**src/rtl/io_serial_tx.sv**
```systemverilog
// io_serial_tx: CPU-written byte FIFO feeding an asynchronous serial transmitter (start, 8 data LSB first, stop).
// Build option: define IO_SERIAL_TX_PARITY_EN to insert an even-parity bit between data and stop.
module io_serial_tx #(
    parameter int CLKS_PER_BIT = 16,
    parameter int FIFO_DEPTH   = 4,
    parameter int CW           = $clog2(FIFO_DEPTH) + 1
) (
    input  logic          clk,
    input  logic          reset,
    input  logic          we,
    input  logic [7:0]    wd,
    input  logic          clr_ovf,
    output logic          tx,
    output logic          busy,
    output logic          full,
    output logic          empty,
    output logic [CW-1:0] count,
    output logic          ovf
);
    localparam int AW = $clog2(FIFO_DEPTH);
    localparam int BW = $clog2(CLKS_PER_BIT);
    localparam logic [BW-1:0] BAUD_LAST = BW'(CLKS_PER_BIT - 1);

`ifdef IO_SERIAL_TX_PARITY_EN
    typedef enum logic [2:0] {S_IDLE, S_START, S_DATA, S_PARITY, S_STOP} state_t;
`else
    typedef enum logic [1:0] {S_IDLE, S_START, S_DATA, S_STOP} state_t;
`endif

    logic [7:0]    mem_q [FIFO_DEPTH];
    logic [AW-1:0] wr_ptr_q;
    logic [AW-1:0] rd_ptr_q;
    logic [CW-1:0] count_q;
    logic          ovf_q;

    state_t        state_q;
    logic [BW-1:0] baud_q;
    logic [2:0]    bit_q;
    logic [7:0]    shift_q;
    logic          tx_q;
`ifdef IO_SERIAL_TX_PARITY_EN
    logic          par_q;
`endif

    logic       push;
    logic       pop;
    logic       baud_done;
    logic [7:0] head;

    assign full      = (count_q == CW'(FIFO_DEPTH));
    assign empty     = (count_q == '0);
    assign count     = count_q;
    assign ovf       = ovf_q;
    assign tx        = tx_q;
    assign busy      = (state_q != S_IDLE);
    assign head      = mem_q[rd_ptr_q];
    assign baud_done = (baud_q == BAUD_LAST);
    assign push      = we && !full;
    // Pops only leave IDLE or the last STOP cycle, so the next start bit follows with no gap.
    assign pop       = !empty && ((state_q == S_IDLE) || ((state_q == S_STOP) && baud_done));

    always_ff @(posedge clk) begin
        if (push) begin
            mem_q[wr_ptr_q] <= wd;
        end
    end

    always_ff @(posedge clk or posedge reset) begin
        if (reset) begin
            wr_ptr_q <= '0;
            rd_ptr_q <= '0;
            count_q  <= '0;
            ovf_q    <= 1'b0;
        end else begin
            if (push) wr_ptr_q <= wr_ptr_q + AW'(1);
            if (pop)  rd_ptr_q <= rd_ptr_q + AW'(1);
            if (push && !pop) begin
                count_q <= count_q + CW'(1);
            end else if (!push && pop) begin
                count_q <= count_q - CW'(1);
            end
            // A dropped write outranks a simultaneous clear.
            if (we && full) begin
                ovf_q <= 1'b1;
            end else if (clr_ovf) begin
                ovf_q <= 1'b0;
            end
        end
    end

    always_ff @(posedge clk or posedge reset) begin
        if (reset) begin
            state_q <= S_IDLE;
            baud_q  <= '0;
            bit_q   <= '0;
            shift_q <= '0;
            tx_q    <= 1'b1;
`ifdef IO_SERIAL_TX_PARITY_EN
            par_q   <= 1'b0;
`endif
        end else begin
            case (state_q)
                S_IDLE: begin
                    tx_q <= 1'b1;
                    if (pop) begin
                        state_q <= S_START;
                        baud_q  <= '0;
                        shift_q <= head;
                        tx_q    <= 1'b0;
`ifdef IO_SERIAL_TX_PARITY_EN
                        par_q   <= ^head;
`endif
                    end
                end
                S_START: begin
                    if (baud_done) begin
                        state_q <= S_DATA;
                        baud_q  <= '0;
                        bit_q   <= '0;
                        tx_q    <= shift_q[0];
                    end else begin
                        baud_q <= baud_q + BW'(1);
                    end
                end
                S_DATA: begin
                    if (baud_done) begin
                        baud_q <= '0;
                        if (bit_q == 3'd7) begin
`ifdef IO_SERIAL_TX_PARITY_EN
                            state_q <= S_PARITY;
                            tx_q    <= par_q;
`else
                            state_q <= S_STOP;
                            tx_q    <= 1'b1;
`endif
                        end else begin
                            bit_q   <= bit_q + 3'd1;
                            shift_q <= {1'b0, shift_q[7:1]};
                            tx_q    <= shift_q[1];
                        end
                    end else begin
                        baud_q <= baud_q + BW'(1);
                    end
                end
`ifdef IO_SERIAL_TX_PARITY_EN
                S_PARITY: begin
                    if (baud_done) begin
                        state_q <= S_STOP;
                        baud_q  <= '0;
                        tx_q    <= 1'b1;
                    end else begin
                        baud_q <= baud_q + BW'(1);
                    end
                end
`endif
                S_STOP: begin
                    if (baud_done) begin
                        baud_q <= '0;
                        if (pop) begin
                            state_q <= S_START;
                            shift_q <= head;
                            tx_q    <= 1'b0;
`ifdef IO_SERIAL_TX_PARITY_EN
                            par_q   <= ^head;
`endif
                        end else begin
                            state_q <= S_IDLE;
                            tx_q    <= 1'b1;
                        end
                    end else begin
                        baud_q <= baud_q + BW'(1);
                    end
                end
                default: begin
                    state_q <= S_IDLE;
                    tx_q    <= 1'b1;
                end
            endcase
        end
    end

endmodule

```
**config.mk**
```make
export PLATFORM = sky130hd
export DESIGN_NAME = io_serial_tx
export DESIGN_NICKNAME = d
export VERILOG_FILES = /design/src/rtl/io_serial_tx.sv
export SDC_FILE = /design/constraint.sdc
export NUM_CORES = 1
export LEC_CHECK = 0
export BUFFER_PORTS_ARGS = -buffer_cell sky130_fd_sc_hd__buf_2
export CAP_MARGIN = 40
export CORE_ASPECT_RATIO = 0.75
export CORE_UTILIZATION = 25
export CTS_CLUSTER_SIZE = 10
export DETAILED_ROUTE_END_ITERATION = 7
export RECOVER_POWER = 100
export SLEW_MARGIN = 5
export SYNTH_ARGS = -nofsm -noshare
export SYNTH_HDL_FRONTEND = slang
export SYNTH_SLANG_ARGS = --single-unit
```
**constraint.sdc**
```tcl
create_clock -name clk -period 2.6 [get_ports clk]
set_input_delay 0.26 -clock clk [delete_from_list [all_inputs] [get_ports clk]]
set_output_delay 0.26 -clock clk [all_outputs]
set_load 0.05 [all_outputs]
```
-- Word-level counts from Yosys, hierarchy flattened
Memory sizes are Yosys's and may differ from the RTL's.
Index checks and enable logic that the tools add are counted.
- input bits: 12
- ROM bits: 0
- RAM bits: 32
- logic and storage cells: 82
- latch bits: 0
- memories: 1
- flip-flop bits (word level): 26
- memory list (name ; words ; width ; rd ports ; clocked after Yosys merged registers in ; write ports ; line ; RTL):
    mem_q ; 4 ; 8 ; 1 ; 0 ; 1 ; 30 ; logic [7:0] mem_q [FIFO_DEPTH];
- equality and inequality tests: 12
- $mul: 0
- bitwise gates (word level): 0
- muxes and demuxes: 31
- divide/modulo/power cells: 0
- $add $sub $neg: 6
- reductions and logical operators: 23
- shifts and indexed selects: 0
- $lt $le $gt $ge: 0
- operators with widths (cell ; number):
    8-bit 2-to-1 mux ; 4
    8-bit case mux with 3 select lines ; 1
    3-bit 2-to-1 mux ; 5
    2-bit != test, second input constant ; 6
    1-bit 2-to-1 mux ; 10
    2-bit 2-to-1 mux ; 5
    4-bit 2-to-1 mux ; 2
    2-bit case mux with 4 select lines ; 1
    4-bit case mux with 2 select lines ; 1
    4-bit AND reduction ; 2
    2-bit nonzero test ; 4
    3-bit by 1-bit adder with 3-bit output, second input constant ; 2
    3-bit equality test, second input constant ; 2
    1-bit logical AND ; 6
    3-bit case mux with 2 select lines ; 1
    5-bit AND reduction ; 1
    2-bit by 1-bit adder with 2-bit output, second input constant ; 2
    4-bit by 1-bit adder with 4-bit output, second input constant ; 1
    2-bit equality test, second input constant ; 2
    4-bit equality test, second input constant ; 1
    1-bit logical NOT ; 4
    1-bit case mux with 4 select lines ; 1
    3-bit logical NOT ; 1
    3-bit AND reduction ; 1
    other kinds (6) ; 6

-- Logic depth before layout (Yosys ltp)
- depth in word-level cells: 7
- depth in mapped cells: 10
- depth with buffers taken out: 10

-- Worst setup path after synthesis
No wires, ideal clock.
- path kind: flip-flop to flip-flop
- start: register count_q[2], in the netlist count[2]
- end: register count_q[1], in the netlist count[1]
- period minus slack after synthesis: 3369 ps
- arrival time: 3244 ps
- setup slack: -769 ps
- cell stages (with the launch flop): 8
- library setup time: 125 ps
- path through: dfrtp_1 nor3b_1 nor2b_1 clkbuf_1 ha_1 inv_1 fa_1 mux2_2
- word-level cells in the longest chain between the ends: 6
- elaborated cells between the ends (all ways): 12
- ends and longest elaborated chain (what ; line ; RTL):
    start: declaration ; 33 ; logic [CW-1:0] count_q;
    start signal: assignment ; 78 ; count_q <= count_q + CW'(1);
    start signal: assignment ; 80 ; count_q <= count_q - CW'(1);
    3-bit equality test * ; 50 ; assign full = (count_q == CW'(FIFO_DEPTH));
    via full ; 15 ; output logic full,
    1-bit logical NOT * ; 58 ; assign push = we && !full;
    1-bit logical AND * ; 58 ;
    via push ; 45 ; logic push;
    1-bit logical NOT ; 79 ; end else if (!push && pop) begin
    1-bit logical AND ; 79 ;
    2-bit nonzero test (no line) ; - ;
Mark *: on every way through the listed nets, which the timed path passes. The rest lies on a longest branch.
A chain may end at the register's enable or synchronous reset.

-- Worst setup path after layout
- start: register state_q[0]
- end: register shift_q[6]
- word-level cells in the longest chain between the ends: 7
- elaborated cells between the ends (all ways): 14
- ends and longest elaborated chain (what ; line ; RTL):
    start: declaration ; 36 ; state_t state_q;
    start signal: assignment ; 93 ; state_q <= S_IDLE;
    start signal: assignment ; 106 ; state_q <= S_START;
    start signal: assignment ; 117 ; state_q <= S_DATA;
    2-bit equality test ; 60, 102 ;
    1-bit logical AND ; 60 ; assign pop = !empty && ((state_q == S_IDLE) || ((state_q == S_STOP) && baud_done));
    1-bit logical OR ; 60 ;
    1-bit logical AND ; 60 ;
    8-bit 2-to-1 mux (2 in series) ; - ;
    8-bit case mux with 3 select lines ; 102 ; case (state_q)
    end signal: assignment ; 138 ; shift_q <= {1'b0, shift_q[7:1]};
    end: declaration ; 39 ; logic [7:0] shift_q;
Parallel ways exist; a longest one is shown, timed or not. The select of a mux whose other input is x is not followed.

==> results.py <==
metrics = {
    "clock_network": {
        "cts_buffer_depth": 2,
        "root_buffer": "clkbuf_16",
        "ctsResizeCount": 0,
        "htreeDepth": 3,
        "cts.sinks": 58,
        "cts_buffers": 9,
        "cts_tree": "built",
        "cts_setup_buffers": 0,
        "ctsHoldBuffers": 1,
        "clkLatencyLatePin_ns": 0.33,
        "clk_transition_reported_paths_ns": 0.05,
    },
    "worst_setup_path": {
        "worstSetupStartpointType": "flop",
        "r2r_cells": 6,
        "cp-end-kind": "flop",
        "arrival_ns": 2.59,
        "cp_max_fo": 8,
        "critPathLaunch": "state_q[0]",
        "cp_data_required_time_ns": 2.81,
        "r2r-start": "state_q[0]",
        "critPathKind": "flop to flop",
    },
    "floorplanning": {
        "start_util": 0.2592,
        "die_w_um": 121.5,
        "core_area_um2": 10330,
        "row_count": 32,
        "dieArea_um2": 11130,
        "io-pin-count": 20,
        "die_h_um": 91.63,
    },
    "sta": {
        "tightest_slew_ns": 1.027,
        "clock_skew_ns": 0.006513,
        "slew_headroom": 0.3156,
        "slew_viol_final": 0,
        "timing.fmax_ghz": 0.4196,
        "tns_ns": 0,
        "period_needed_ns": 2.383,
        "hold_viol": 0,
        "fin_ws_ns": 0.2168,
        "setup_viol": 0,
        "rsz0062_at_grt": "false",
        "layout_worst_path_cycle_share": 0.9166,
    },
    "yosys": {
        "ys_warn_count": 0,
        "ys_ff_latch": 58,
        "syn_nets": 210,
        "netlist_instances": 184,
        "synth-seq-area-share": 0.6023,
        "synthesis.area_um2": 2678,
        "synth.avg_cell_area_um2": 14.55,
        "synth_cell_types": 35,
    },
    "min_path": {
        "hold_path.class": "input port to flop",
        "hold_start": "clr_ovf",
        "min_delay_path_depth": 2,
    },
    "detailed_routing": {
        "drt_iter0_markers": 78,
        "viasPerCell": 4.314,
        "wl_per_cell_um": 13.29,
        "drc": 0,
        "vias": 1527,
        "postRouteAntennaNets": 0,
        "drt_first_pass_iters": 4,
        "routed_wl_mm": 4.704,
    },
    "placed_design": {
        "dp_hpwl_mm": 3.262,
        "dp_cells": 338,
        "pre_cts_slack_ns": 0.2565,
        "io_buffers": 19,
        "postPlaceCellArea_um2": 2972,
        "gp_congestion": 0.7272,
    },
    "power_and_ir_drop": {
        "power_density_nw_per_um2": 1298,
        "internal-power_uw": 2782,
        "ir_drop_mv": 0.5466,
        "combPwrFrac": 0.350,
        "power.share.switching": 0.3365,
        "p_total_uw": 4192,
        "clockPowerShare": 0.287,
        "p_leak_uw": 0.001215,
        "power_frac_seq": 0.363,
        "p_sw_uw": 1411,
    },
    "global_routing": {
        "overflow": 0,
        "grt_max_degree": 20,
        "antenna_found_initial": 0,
        "grt_usage": 0.09838,
        "grt_pass1_vias": 1581,
        "grt_pass1_wl_mm": 7.976,
    },
    "outcome": {
        "status": "finished clean",
    },
    "layout": {
        "fin_area_um2": 3229,
        "multi_input_area_um2": 998.5,
        "num_antenna_cells": 0,
        "syn_to_final_growth_pct": 20.61,
        "fin_cells": 354,
        "finalNetCount": 240,
        "drive_gt1_frac": 0.2110,
        "seqCellArea_um2": 1614,
        "num-fill-cells": 1062,
    },
    "run": {
        "maxCapViolations": 0,
    },
}
[registers in the layout, summed over array words and instances, names as in the netlist]
name,cells
mem_q,32
shift_q,8
baud_q,4
bit_q,3
count,3
rd_ptr_q,2
state_q,2
wr_ptr_q,2
ovf,1
tx,1
[synth_stat cells]
cell | count | area, µm²
a21oi_1 | 1 | 5.000
a221oi_4 | 1 | 26.28
a22o_1 | 4 | 35.03
a31o_2 | 1 | 8.760
a41o_1 | 1 | 10.01
and2_1 | 4 | 25.02
and3_1 | 1 | 6.260
buf_2 | 2 | 10.01
clkbuf_1 | 5 | 18.77
dfrtp_1 | 25 | 625.6
dfstp_2 | 1 | 26.28
edfxtp_1 | 32 | 960.9
fa_1 | 1 | 20.02
ha_1 | 13 | 162.7
inv_1 | 9 | 33.78
mux2_2 | 17 | 191.4
mux4_2 | 8 | 180.2
nand2_1 | 14 | 52.55
nand2b_1 | 1 | 6.260
nand3_1 | 3 | 15.01
nand4_1 | 1 | 6.260
nand4b_1 | 1 | 8.760
nor2_1 | 5 | 18.77
nor2b_1 | 3 | 18.77
nor3b_1 | 2 | 15.01
nor4b_1 | 2 | 17.52
o21ai_0 | 14 | 70.07
o21bai_1 | 1 | 7.510
o31a_1 | 1 | 8.760
o41ai_1 | 1 | 8.760
or3_1 | 1 | 6.260
or3_2 | 1 | 7.510
or4_4 | 1 | 11.26
xnor2_1 | 4 | 35.03
xor2_1 | 2 | 17.52
[power groups by stage]
stage	combinational (µW)	sequential, µW	clock, µW
after floorplan	1130	1570	0
after global placement	1520	1530	0
after detailed placement	1530	1540	0
after CTS	1540	1530	1230
after global routing	1640	1580	1270
final	1470	1520	1200
[final timing paths]
kind,end,slack (ns)
max,shift_q[6],0.22
min,ovf,0.13
max reg2reg,shift_q[6],0.22
min reg2reg,tx,0.48
max in group asynchronous,count[1],0.91
min in group asynchronous,bit_q[2],0.45
[critical path, cell delays in order, from the launching register on]
cell,delay (ns)
dfrtp_1,0.39
inv_1,0.14
ha_1,0.23
inv_1,0.08
or4_1,0.53
a221oi_4,0.50
mux2_2,0.39
[per-layer routing]
layer,GRT usage,routed length (µm),vias to the layer above
li1,-,-,744
met1,0.1263,2269,755
met2,0.1425,2160,20
met3,0.04291,190,8
met4,0.04321,83,0
met5,0,0,-
[layout by cell type, fill, tap and decap left out, drive strengths merged, types with 2 or more instances in the layout]
master	count
ha	13
clkbuf	33
mux2	17
edfxtp	32
nor2b	3
inv	9
nor4b	2
bufinv	2
xnor2	4
o21ai	14
xor2	2
nor2	5
a22o	4
nand3	3
nand2	14
and2	4
or3	2
nor3b	2
dfrtp	25
mux4	8
buf	4
[cells by family after synthesis]
| family | after synthesis | synth area share |
|---|---|---|
| XOR/XNOR | 6 | 0.01963 |
| AND/OR/NAND/NOR | 40 | 0.08038 |
| buffers and inverters | 16 | 0.02336 |
| multiplexers | 25 | 0.1388 |
| flip-flops | 58 | 0.6023 |
| adder cells (fa/ha/maj) | 14 | 0.06823 |
| AO/OA/AOI/OAI | 25 | 0.06729 |
[through the flow]
step	util	hold slack (ns)
floorplan	-	0.2992
global placement	0.2877	0.2405
detailed placement	0.2877	0.2485
CTS	0.3178	0.1262
global route	0.3126	0.1439
finish	0.3126	0.1251
[cell type report]
class / count / share of cell area
Inverter: 9 / 0.01046
Multi-Input combinational cell: 110 / 0.3092
Timing Repair Buffer: 26 / 0.03448
Clock buffer: 12 / 0.07323
Tap cell: 136 / 0.05269
Clock inverter: 3 / 0.02015
Sequential cell: 58 / 0.4998
Note: power is estimated with default switching activity, not from simulation.
